File: config.mk
export PLATFORM = sky130hd
export DESIGN_NAME = rx_mod
export DESIGN_NICKNAME = d
export VERILOG_FILES = /design/src/rtl/rx_pkg.sv /design/src/rtl/rx_sat.sv /design/src/rtl/rx_mod.sv
export SDC_FILE = /design/constraint.sdc
export NUM_CORES = 1
export LEC_CHECK = 0
export CAP_MARGIN = 0
export CORE_MARGIN = 10
export CORE_UTILIZATION = 36
export CTS_CLUSTER_SIZE = 24
export DETAILED_ROUTE_END_ITERATION = 16
export GPL_ROUTABILITY_DRIVEN = 0
export PLACE_DENSITY = 0.58
export SYNTH_ARGS = -nofsm -noshare
export SYNTH_HDL_FRONTEND = slang
export SYNTH_SLANG_ARGS = --single-unit
File: constraint.sdc
create_clock -name clk -period 24.5 [get_ports clk]
set_input_delay 4.9 -clock clk [delete_from_list [all_inputs] [get_ports clk]]
set_output_delay 4.9 -clock clk [all_outputs]
set_load 0.02 [all_outputs]
File: src/rtl/rx_pkg.sv
// rtl/rx_pkg.sv - shared constants and matched-filter taps for the BPSK receiver
// Purpose: default widths, oversampling and tap count, the Q1.7 matched-filter
//   table (symmetric, time-reversed transmit pulse, DC gain 272/128 = 2.125)
//   and the decision sign convention.
// Ports: none (package).
package rx_pkg;

  localparam int NBIT    = 8;
  localparam int FBIT    = 7;
  localparam int USAMPLE = 4;
  localparam int LENGTH  = 24;

  // Decision value emitted for a negative filter output.
  localparam logic SYM_NEG = 1'b1;

  localparam logic signed [NBIT-1:0] RX_COEFF [0:LENGTH-1] = '{
    8'sd1,   8'sd2,   8'sd3,   8'sd2,   8'sd0,  -8'sd3,  -8'sd5,  -8'sd2,
    8'sd8,   8'sd25,  8'sd45,  8'sd60,  8'sd60,  8'sd45,  8'sd25,  8'sd8,
    -8'sd2,  -8'sd5,  -8'sd3,  8'sd0,   8'sd2,   8'sd3,   8'sd2,   8'sd1
  };

endpackage

File: src/rtl/rx_sat.sv
// rtl/rx_sat.sv - full-precision accumulator to NBIT quantiser with saturation
// Purpose: takes a Q(ACC_BITS-2*FBIT).(2*FBIT) value, truncates toward -inf to
//   Q1.FBIT and clamps to the NBIT range.
// Ports: acc (signed accumulator in), q (signed NBIT result), sat (q clamped).
module rx_sat #(
  parameter int ACC_BITS = 21,
  parameter int NBIT     = 8,
  parameter int FBIT     = 7
) (
  input  logic signed [ACC_BITS-1:0] acc,
  output logic signed [NBIT-1:0]     q,
  output logic                       sat
);

  localparam int TOP = NBIT + FBIT - 1;

  logic [ACC_BITS-1-TOP:0] head;
  logic                    lsb_unused;

  // Fractional bits below the output LSB are simply dropped (floor).
  assign lsb_unused = ^acc[FBIT-1:0];
  assign head       = acc[ACC_BITS-1:TOP];

  always_comb begin
    // The value fits only when every bit from the output sign up is a copy.
    sat = !((&head) || (~|head));
    if (!sat) begin
      q = acc[TOP:FBIT];
    end else if (acc[ACC_BITS-1]) begin
      q = {1'b1, {(NBIT-1){1'b0}}};
    end else begin
      q = {1'b0, {(NBIT-1){1'b1}}};
    end
  end

endmodule

File: src/rtl/rx_mod.sv
// rtl/rx_mod.sv - BPSK matched-filter receiver with symbol-rate hard decisions
// Purpose: shifts oversampled Q1.7 samples through a LENGTH-tap matched FIR,
//   outputs the saturated filtered stream and one decision per symbol at the
//   selected phase once the filter is full.
// Ports: clk, rst (async, active-low), enable (sample valid), in_sample (Q1.7),
//   phase_sel (decision phase); filt_out/filt_valid/sat_flag (filtered
//   stream), symbol/symbol_valid (decisions, 1 = negative output).
module rx_mod
  import rx_pkg::*;
#(
  parameter int NBIT     = rx_pkg::NBIT,
  parameter int FBIT     = rx_pkg::FBIT,
  parameter int USAMPLE  = rx_pkg::USAMPLE,
  parameter int LENGTH   = rx_pkg::LENGTH,
  parameter int ACC_BITS = 2*NBIT + $clog2(LENGTH)
) (
  input  logic                       clk,
  input  logic                       rst,
  input  logic                       enable,
  input  logic signed [NBIT-1:0]     in_sample,
  input  logic [$clog2(USAMPLE)-1:0] phase_sel,
  output logic signed [NBIT-1:0]     filt_out,
  output logic                       filt_valid,
  output logic                       sat_flag,
  output logic                       symbol,
  output logic                       symbol_valid
);

  localparam int PW = $clog2(USAMPLE);
  localparam int FW = $clog2(LENGTH + 1);

  logic signed [NBIT-1:0]     taps [0:LENGTH-1];
  logic                       en_q;
  logic [PW-1:0]              phase_cnt;    // phase of the next accepted sample
  logic [FW-1:0]              fill_cnt;
  logic                       accepted_q;   // a sample entered taps last edge
  logic                       decide_q;     // that sample is a decision point

  logic                       rise;
  logic [PW-1:0]              sample_phase;
  logic [FW-1:0]              fill_next;
  logic signed [2*NBIT-1:0]   prod;
  logic signed [ACC_BITS-1:0] acc;
  logic signed [NBIT-1:0]     q_sample;
  logic                       q_sat;

  assign rise = enable && !en_q;

  always_comb begin
    sample_phase = rise ? '0 : phase_cnt;
    if (rise) begin
      fill_next = FW'(1);
    end else if (fill_cnt == FW'(LENGTH)) begin
      fill_next = fill_cnt;
    end else begin
      fill_next = fill_cnt + FW'(1);
    end
  end

  // Full-precision sum over the current shift register contents.
  always_comb begin
    acc  = '0;
    prod = '0;
    for (int k = 0; k < LENGTH; k++) begin
      prod = (2*NBIT)'(RX_COEFF[k]) * (2*NBIT)'(taps[k]);
      acc  = acc + ACC_BITS'(prod);
    end
  end

  rx_sat #(
    .ACC_BITS (ACC_BITS),
    .NBIT     (NBIT),
    .FBIT     (FBIT)
  ) u_sat (
    .acc (acc),
    .q   (q_sample),
    .sat (q_sat)
  );

  always_ff @(posedge clk or negedge rst) begin
    if (!rst) begin
      for (int k = 0; k < LENGTH; k++) taps[k] <= '0;
      en_q         <= 1'b0;
      phase_cnt    <= '0;
      fill_cnt     <= '0;
      accepted_q   <= 1'b0;
      decide_q     <= 1'b0;
      filt_out     <= '0;
      filt_valid   <= 1'b0;
      sat_flag     <= 1'b0;
      symbol       <= 1'b0;
      symbol_valid <= 1'b0;
    end else begin
      en_q <= enable;

      // Output stage: taps now hold the sample accepted on the previous edge.
      filt_valid   <= accepted_q;
      symbol_valid <= decide_q;
      if (accepted_q) begin
        filt_out <= q_sample;
        sat_flag <= q_sat;
      end
      if (decide_q) begin
        symbol <= acc[ACC_BITS-1] ? SYM_NEG : !SYM_NEG;
      end

      accepted_q <= enable;
      decide_q   <= enable && (sample_phase == phase_sel) && (fill_next == FW'(LENGTH));

      if (enable) begin
        // On an enable rise the old history is discarded as the new sample lands.
        for (int k = LENGTH-1; k > 0; k--) begin
          taps[k] <= rise ? '0 : taps[k-1];
        end
        taps[0]   <= in_sample;
        phase_cnt <= (sample_phase == PW'(USAMPLE-1)) ? '0 : sample_phase + PW'(1);
        fill_cnt  <= fill_next;
      end
    end
  end

endmodule

# --- Yosys cells after proc, flatten, opt, wreduce, memory -nomap -nowiden ---
# Index checks and enable logic that the tools add are counted.
word_totals:
  register_bits: 213
  latch_bits: 0
  mem_bits_rw: 0
  mem_bits_ro: 0
  inputBits: 13
  wordCells: 113
  memories: 0
op_classes:
  addsub: 25
  mul: 12
  n_div: 0
  magnitude_cmp: 0
  n_eq_ne: 4
  n_shift: 0
  muxes: 30
  bitwise: 0
  reduce_logical: 9
ops:
  columns: ["op", "n"]
  rows:
  - ["two-way mux 8 bit", 25]
  - ["adder 21 x 11 -> 21 bit", 3]
  - ["multiplier 3 x 8 -> 11 bit, first input constant", 4]
  - ["adder 21 x 15 -> 21 bit", 2]
  - ["adder 21 x 9 -> 21 bit", 2]
  - ["multiplier 7 x 8 -> 15 bit, first input constant", 2]
  - ["negation 8 -> 15 bit", 2]
  - ["multiplier 6 x 8 -> 14 bit, first input constant", 2]
  - ["multiplier 5 x 8 -> 13 bit, first input constant", 2]
  - ["multiplier 4 x 8 -> 12 bit, first input constant", 2]
  - ["adder 20 x 15 -> 21 bit", 1]
  - ["adder 21 x 12 -> 21 bit", 1]
  - ["adder 21 x 14 -> 21 bit", 1]
  - ["adder 21 x 16 -> 21 bit", 1]
  - ["adder 21 x 8 -> 21 bit", 1]
  - ["adder 19 x 15 -> 20 bit", 1]
  - ["adder 18 x 14 -> 19 bit", 1]
  - ["adder 17 x 11 -> 18 bit", 1]
  - ["adder 15 x 16 -> 17 bit", 1]
  - ["adder 14 x 12 -> 15 bit", 1]
  - ["adder 13 x 11 -> 14 bit", 1]
  - ["adder 12 x 9 -> 13 bit", 1]
  - ["adder 10 x 11 -> 12 bit", 1]
  - ["adder 8 x 9 -> 10 bit", 1]
  - ["13 further kinds", 20]

# --- Logic depth before layout (Yosys ltp) ---
depth:
  word_depth: 25
  ltp_mapped: 38
  mapped_depth_nobuf: 38

# --- Hierarchy ---
# Synthesis repeated with hierarchy kept, for this count alone.
unflattened:
  cells_unflattened: 2246
  hier_area_um2: 23384.9
by_module_without_submodules:
  columns: ["module", "instances", "cells_each", "area_each_um2", "seq_area_each_um2"]
  rows:
  - ["rx_mod", 1, 2221, 23193.5, 5330.1]
  - ["rx_sat", 1, 25, 191.4, 0.0]

# --- Least setup slack after synthesis ---
# No wires, ideal clock.
synth_path:
  path_kind: "register -> register"
  from: "reg taps[88] (netlist bit)"
  to: "reg filt_out[0]"
  t_arrival_ps: 9023
  required_time_ps: 24356
  slack_ps: 15333
  path_stages_with_launch: 34
  synth_period_minus_slack_ps: 9167
  cell_sequence: "dfrtp_1 -> ha_1 -> ha_1 -> inv_1 -> fa_1 -> inv_1 -> fa_1 -> a21o_1 -> a21oi_1 -> o21bai_1 -> a21oi_1 -> o21bai_1 -> a21o_1 -> a31oi_1 -> xor2_1 -> fa_1 -> fa_1 -> fa_1 -> fa_1 -> fa_1 -> inv_1 -> fa_1 -> inv_1 -> fa_1 -> inv_1 -> ha_1 -> a21o_1 -> a21o_1 -> a21o_1 -> a221o_2 -> o22ai_1 -> nor4_4 -> a32oi_4 -> o221ai_1"
synth_between:
  elab_chain_len: 16
synth_rtl:
  columns: ["element", "line_no", "text"]
  rows:
  - ["start: declaration", "rx_mod.sv:32", "logic signed [NBIT-1:0] taps [0:LENGTH-1];"]
  - ["start signal: indexed assignment", "rx_mod.sv:113", "taps[k] <= rise ? '0 : taps[k-1];"]
  - ["multiplier 5 x 8 -> 13 bit (*)", "rx_mod.sv:65", "prod = (2*NBIT)'(RX_COEFF[k]) * (2*NBIT)'(taps[k]);"]
  - ["adder 21 x 15 -> 21 bit (*) (2 in series)", "rx_mod.sv:66", "acc = acc + ACC_BITS'(prod);"]
  - ["adder 21 x 14 -> 21 bit (*)", "rx_mod.sv:66", null]
  - ["adder 21 x 11 -> 21 bit (*)", "rx_mod.sv:66", null]
  - ["adder 21 x 16 -> 21 bit (*)", "rx_mod.sv:66", null]
  - ["adder 21 x 12 -> 21 bit (*)", "rx_mod.sv:66", null]
  - ["adder 21 x 11 -> 21 bit (*)", "rx_mod.sv:66", null]
  - ["adder 21 x 9 -> 21 bit (*)", "rx_mod.sv:66", null]
  - ["adder 21 x 11 -> 21 bit (*)", "rx_mod.sv:66", null]
  - ["adder 21 x 9 -> 21 bit (*)", "rx_mod.sv:66", null]
  - ["adder 21 x 8 -> 21 bit (*)", "rx_mod.sv:66", null]
  - ["OR reduction 7 bit", "rx_sat.sv:26", "sat = !((&head) || (~|head));"]
  - ["logical NOT 1 bit", "rx_sat.sv:26", null]
  - ["logical OR 1 bit", "rx_sat.sv:26", null]
  - ["two-way mux 8 bit (*)", "rx_sat.sv:27", "if (!sat) begin"]
  - ["end signal: assignment", "rx_mod.sv:100", "filt_out <= q_sample;"]
  - ["end: declaration", "rx_mod.sv:22", "output logic signed [NBIT-1:0] filt_out,"]
# Mark *: on every way between the ends. The rest lies on a longest branch, timed or not.
# A chain may end at the register's enable or synchronous reset.

# --- Worst setup path after layout ---
layout_path:
  from: "reg taps[96] (netlist bit)"
  to: "reg filt_out[0]"
layout_between:
  elab_chain_len: 17
layout_rtl:
  columns: ["element", "line_no"]
  rows:
  - ["multiplier 5 x 8 -> 13 bit (*)", "rx_mod.sv:65"]
  - ["adder 20 x 15 -> 21 bit (*)", "rx_mod.sv:66"]
  - ["adder 21 x 15 -> 21 bit (*) (2 in series)", "rx_mod.sv:66"]
  - ["adder 21 x 14 -> 21 bit (*)", "rx_mod.sv:66"]
  - ["adder 21 x 11 -> 21 bit (*)", "rx_mod.sv:66"]
  - ["adder 21 x 16 -> 21 bit (*)", "rx_mod.sv:66"]
  - ["adder 21 x 12 -> 21 bit (*)", "rx_mod.sv:66"]
  - ["adder 21 x 11 -> 21 bit (*)", "rx_mod.sv:66"]
  - ["adder 21 x 9 -> 21 bit (*)", "rx_mod.sv:66"]
  - ["adder 21 x 11 -> 21 bit (*)", "rx_mod.sv:66"]
  - ["adder 21 x 9 -> 21 bit (*)", "rx_mod.sv:66"]
  - ["adder 21 x 8 -> 21 bit (*)", "rx_mod.sv:66"]
  - ["OR reduction 7 bit", "rx_sat.sv:26"]
  - ["logical NOT 1 bit", "rx_sat.sv:26"]
  - ["logical OR 1 bit", "rx_sat.sv:26"]
  - ["two-way mux 8 bit (*)", "rx_sat.sv:27"]
# Marked as above.

==> flow_summary.yaml <==
clock_tree:
  cts_resized: 0
  cts-root-buf: "clkbuf_16"
  cts_sinks: 213
  clk_latency_ps: 560
  h-tree-depth: 1
  cts_tree: "done"
  cts_buffer_depth: 3
  post_cts_buffers: 0
  cts.reportedPaths.clkPinSlew_ps: 60
  cts_made_buffers: 27
  holdBufCountCts: 0
worst_setup_path:
  required_ps: 24890
  ff2ff_path_depth: 32
  crit_slowest_cell: "fa_1"
  path_delay_family: "adder cells"
  cp.depth: 32
  crit_path_max_fanout: 9
  slowest_delay_ps: 520
  timing.critical_path.mode_cell: "fa_1"
  path_buf_inv: 3
  cp.arrival_ps: 10380
  end_kind: "register"
  path_class: "reg -> reg"
  start_kind: "register"
hold_path:
  hold_path_depth: 2
  hold_class: "reg -> reg"
run_status:
  status: "complete, no violations"
power_and_ir_drop:
  p_clk_frac: 0.141
  combPwrFrac: 0.728
  p_switching_w: 0.001462
  ir_drop_uv: 197.6
  p_int_w: 0.001417
  seq_power_share: 0.131
  powerDensity_nw_per_um2: 114.1
  p_leak_nw: 12.18
  sw_frac_of_total: 0.5078
synthesis:
  synthTopCellsByArea: "fa_1 (36%), dfrtp_1 (23%), ha_1 (13%)"
  yosys_warnings: 0
  yosys_register_bits: 213
  synth_edf_count: 0
  synthesis.nets: 2917
  synth-seq-area-share: 0.2295
  synth_area_leader_cell: "fa_1"
  synthCells: 2244
  async_reset_ff_frac: 1.000
  ys_types: 56
  dominantRegCellSynth: "dfrtp_1"
  avgSynthCellArea_um2: 10.35
  netlist_area_um2: 23220
  yosysTopAreaCellShare: 0.3569
route:
  wl_per_cell_um: 18.43
  antenna_left: 0
  drt_iter0_drc: 922
  firstDrtPassIters: 5
  drcViolationCount: 0
  vias_per_cell: 4.785
  routed_wl_um: 57490
  vias: 14920
placement:
  pre_cts_slack_ps: 14510
  place_hpwl_um: 47050
  numPortBuffers: 24
sta:
  slew_violations: 0
  period_needed_ps: 9987
  max_slew.worst_pin.slew_ps: 1058
  rsz0062_at_grt: "no"
  relSlewSlack: 0.2869
  setup_viol: 0
  hold_viol_final: 0
  finClkSkew_ps: 10.34
  fin_crit_sh: 0.4076
  fmax_mhz: 100.1
  holdWs_ps: 504.2
  setup_ws_ps: 14510
  finalSetupTns_ps: 0
global_route:
  grt_max_degree: 151
  grt_pass1_wl_um: 93230
  grtUsageTotal: 0.1589
  grt_pass1_vias: 16460
  antenna_found_initial: 1
  grt_overflow_total: 0
cells_and_area:
  fin_nets: 2915
  area_growth_pct: 8.718
  drive_above_1_share: 0.03358
die:
  dieArea_um2: 75060
  rows: 93
  die_h_um: 274.0
  start_util: 0.3622
  core_area_um2: 64120
  ios: 25
  die_w_um: 274.0
flow_run:
  drv_cap: 0
-- layout make-up --
type	count	area, um^2
inverters	670	2515
flip-flops and latches	213	5334
fillers	6270	38870
well taps	855	1070
clock inverters	13	130.1
clock buffers	37	753.2
diodes	1	2.502
multi-input cells	1299	15140
repair buffers	31	302.8
-- registers in the layout (all words and copies together) (netlist names) --
signal	count
filt_valid	1
accepted_q	1
taps	192
decide_q	1
filt_out	8
sat_flag	1
phase_cnt	2
symbol_valid	1
symbol	1
fill_cnt	5
-- logic make-up after synthesis --
kind of cell / after synthesis / share of synthesized area
xor gates and xnor gates: 63 / 0.02376
buffers and inverters: 732 / 0.1186
muxes: 11 / 0.005280
DFF: 213 / 0.2295
AOI/OAI and AO/OA: 301 / 0.07711
adders and majority gates: 660 / 0.4895
and+or+nand+nor: 264 / 0.05620
-- routing by layer --
layer,track usage,vias to the layer above,part of all wire,wire [um]
li1,-,6899,-,-
met1,0.2149,7625,0.44,25480
met2,0.2539,309,0.47,26980
met3,0.03441,90,0.056,3234
met4,0.04352,0,0.031,1794
met5,0,-,0,0
-- power by group through the flow --
stage	clock [W]	sequential, W	combinational, W
after floorplan	0	0.000386	0.00150
after global placement	0	0.000384	0.00202
after detailed placement	0	0.000384	0.00207
after CTS	0.000417	0.000378	0.00208
after global routing	0.000432	0.000379	0.00233
final	0.000406	0.000378	0.00210
-- worst reg2reg max path, delay by kind of cell, from the launching register on --
family | cells | cell delay (ps)
flip-flops | 1 | 470
buffers and inverters | 3 | 140
AO/OA/AOI/OAI | 9 | 1920
XOR/XNOR | 2 | 570
adder cells (fa/ha/maj) | 12 | 5410
AND/OR/NAND/NOR | 6 | 1300
-- layout by cell type (no fill, tap or decap), types with 3 or more instances in the layout --
cell type,n
a211oi_1,3
a21o_1,11
a21oi_1,33
a221oi_1,3
a31oi_1,3
and2_1,8
and3_1,5
buf_4,7
clkbuf_1,6
clkbuf_16,27
clkbuf_8,4
clkdlybuf4s50_1,22
clkinv_2,7
dfrtp_1,212
fa_1,414
ha_1,246
inv_1,670
inv_6,3
mux2_2,6
mux2i_1,4
nand2_1,52
nand3_1,140
nand4_1,5
nor2_1,24
nor3_1,11
o21ai_0,152
o21bai_1,6
o221ai_1,7
o22ai_1,63
o31ai_1,3
or2_2,4
xnor2_1,43
xor2_1,20
-- synthesized netlist by cell type, types with 2 or more instances --
cell type  number
nand3_1       140
fa_1          414
ha_1          246
a31oi_1         3
a2111o_1        2
a21o_1         11
nor3b_1         2
mux2i_1         4
and4_1          2
inv_1         670
nand4_1         5
xor2_1         20
nor2_1         24
xnor2_1        43
nor4_1          2
nand2_1        53
dfrtp_1       213
a211oi_1        3
o221ai_1        7
o22ai_1        63
o211ai_1        2
mux2_2          6
buf_1          14
and2_1          8
buf_4           2
or2_2           4
and3_1          5
o21ai_0       152
o31ai_1         3
a221oi_1        3
a21oi_1        33
o21bai_1        6
clkbuf_1       46
nor3_1         11
-- through the flow --
stage               area (um^2)  std cells  utilization  power, W
floorplan                 23220       2244            -  0.001884
global placement          24360       3068       0.3799  0.002399
detailed placement        24360       3068       0.3799  0.002451
CTS                       25240       3118       0.3937  0.002875
global route              25240       3118       0.3937  0.003143
finish                    25250       3119       0.3938  0.002880
-- final timing paths --
| path | from | endpoint | slack (ps) |
|---|---|---|---|
| worst max-delay path | taps[96] | filt_out[0] | 14510 |
| worst max register to register | taps[96] | filt_out[0] | 14510 |
| worst min register to register | taps[8] | taps[0] | 500 |
| max in group asynchronous | rst | taps[45] | 18760 |
| worst min-delay path | taps[8] | taps[0] | 500 |
| min in group asynchronous | rst | taps[170] | 4280 |
Note: power is estimated with default switching activity, not from simulation.
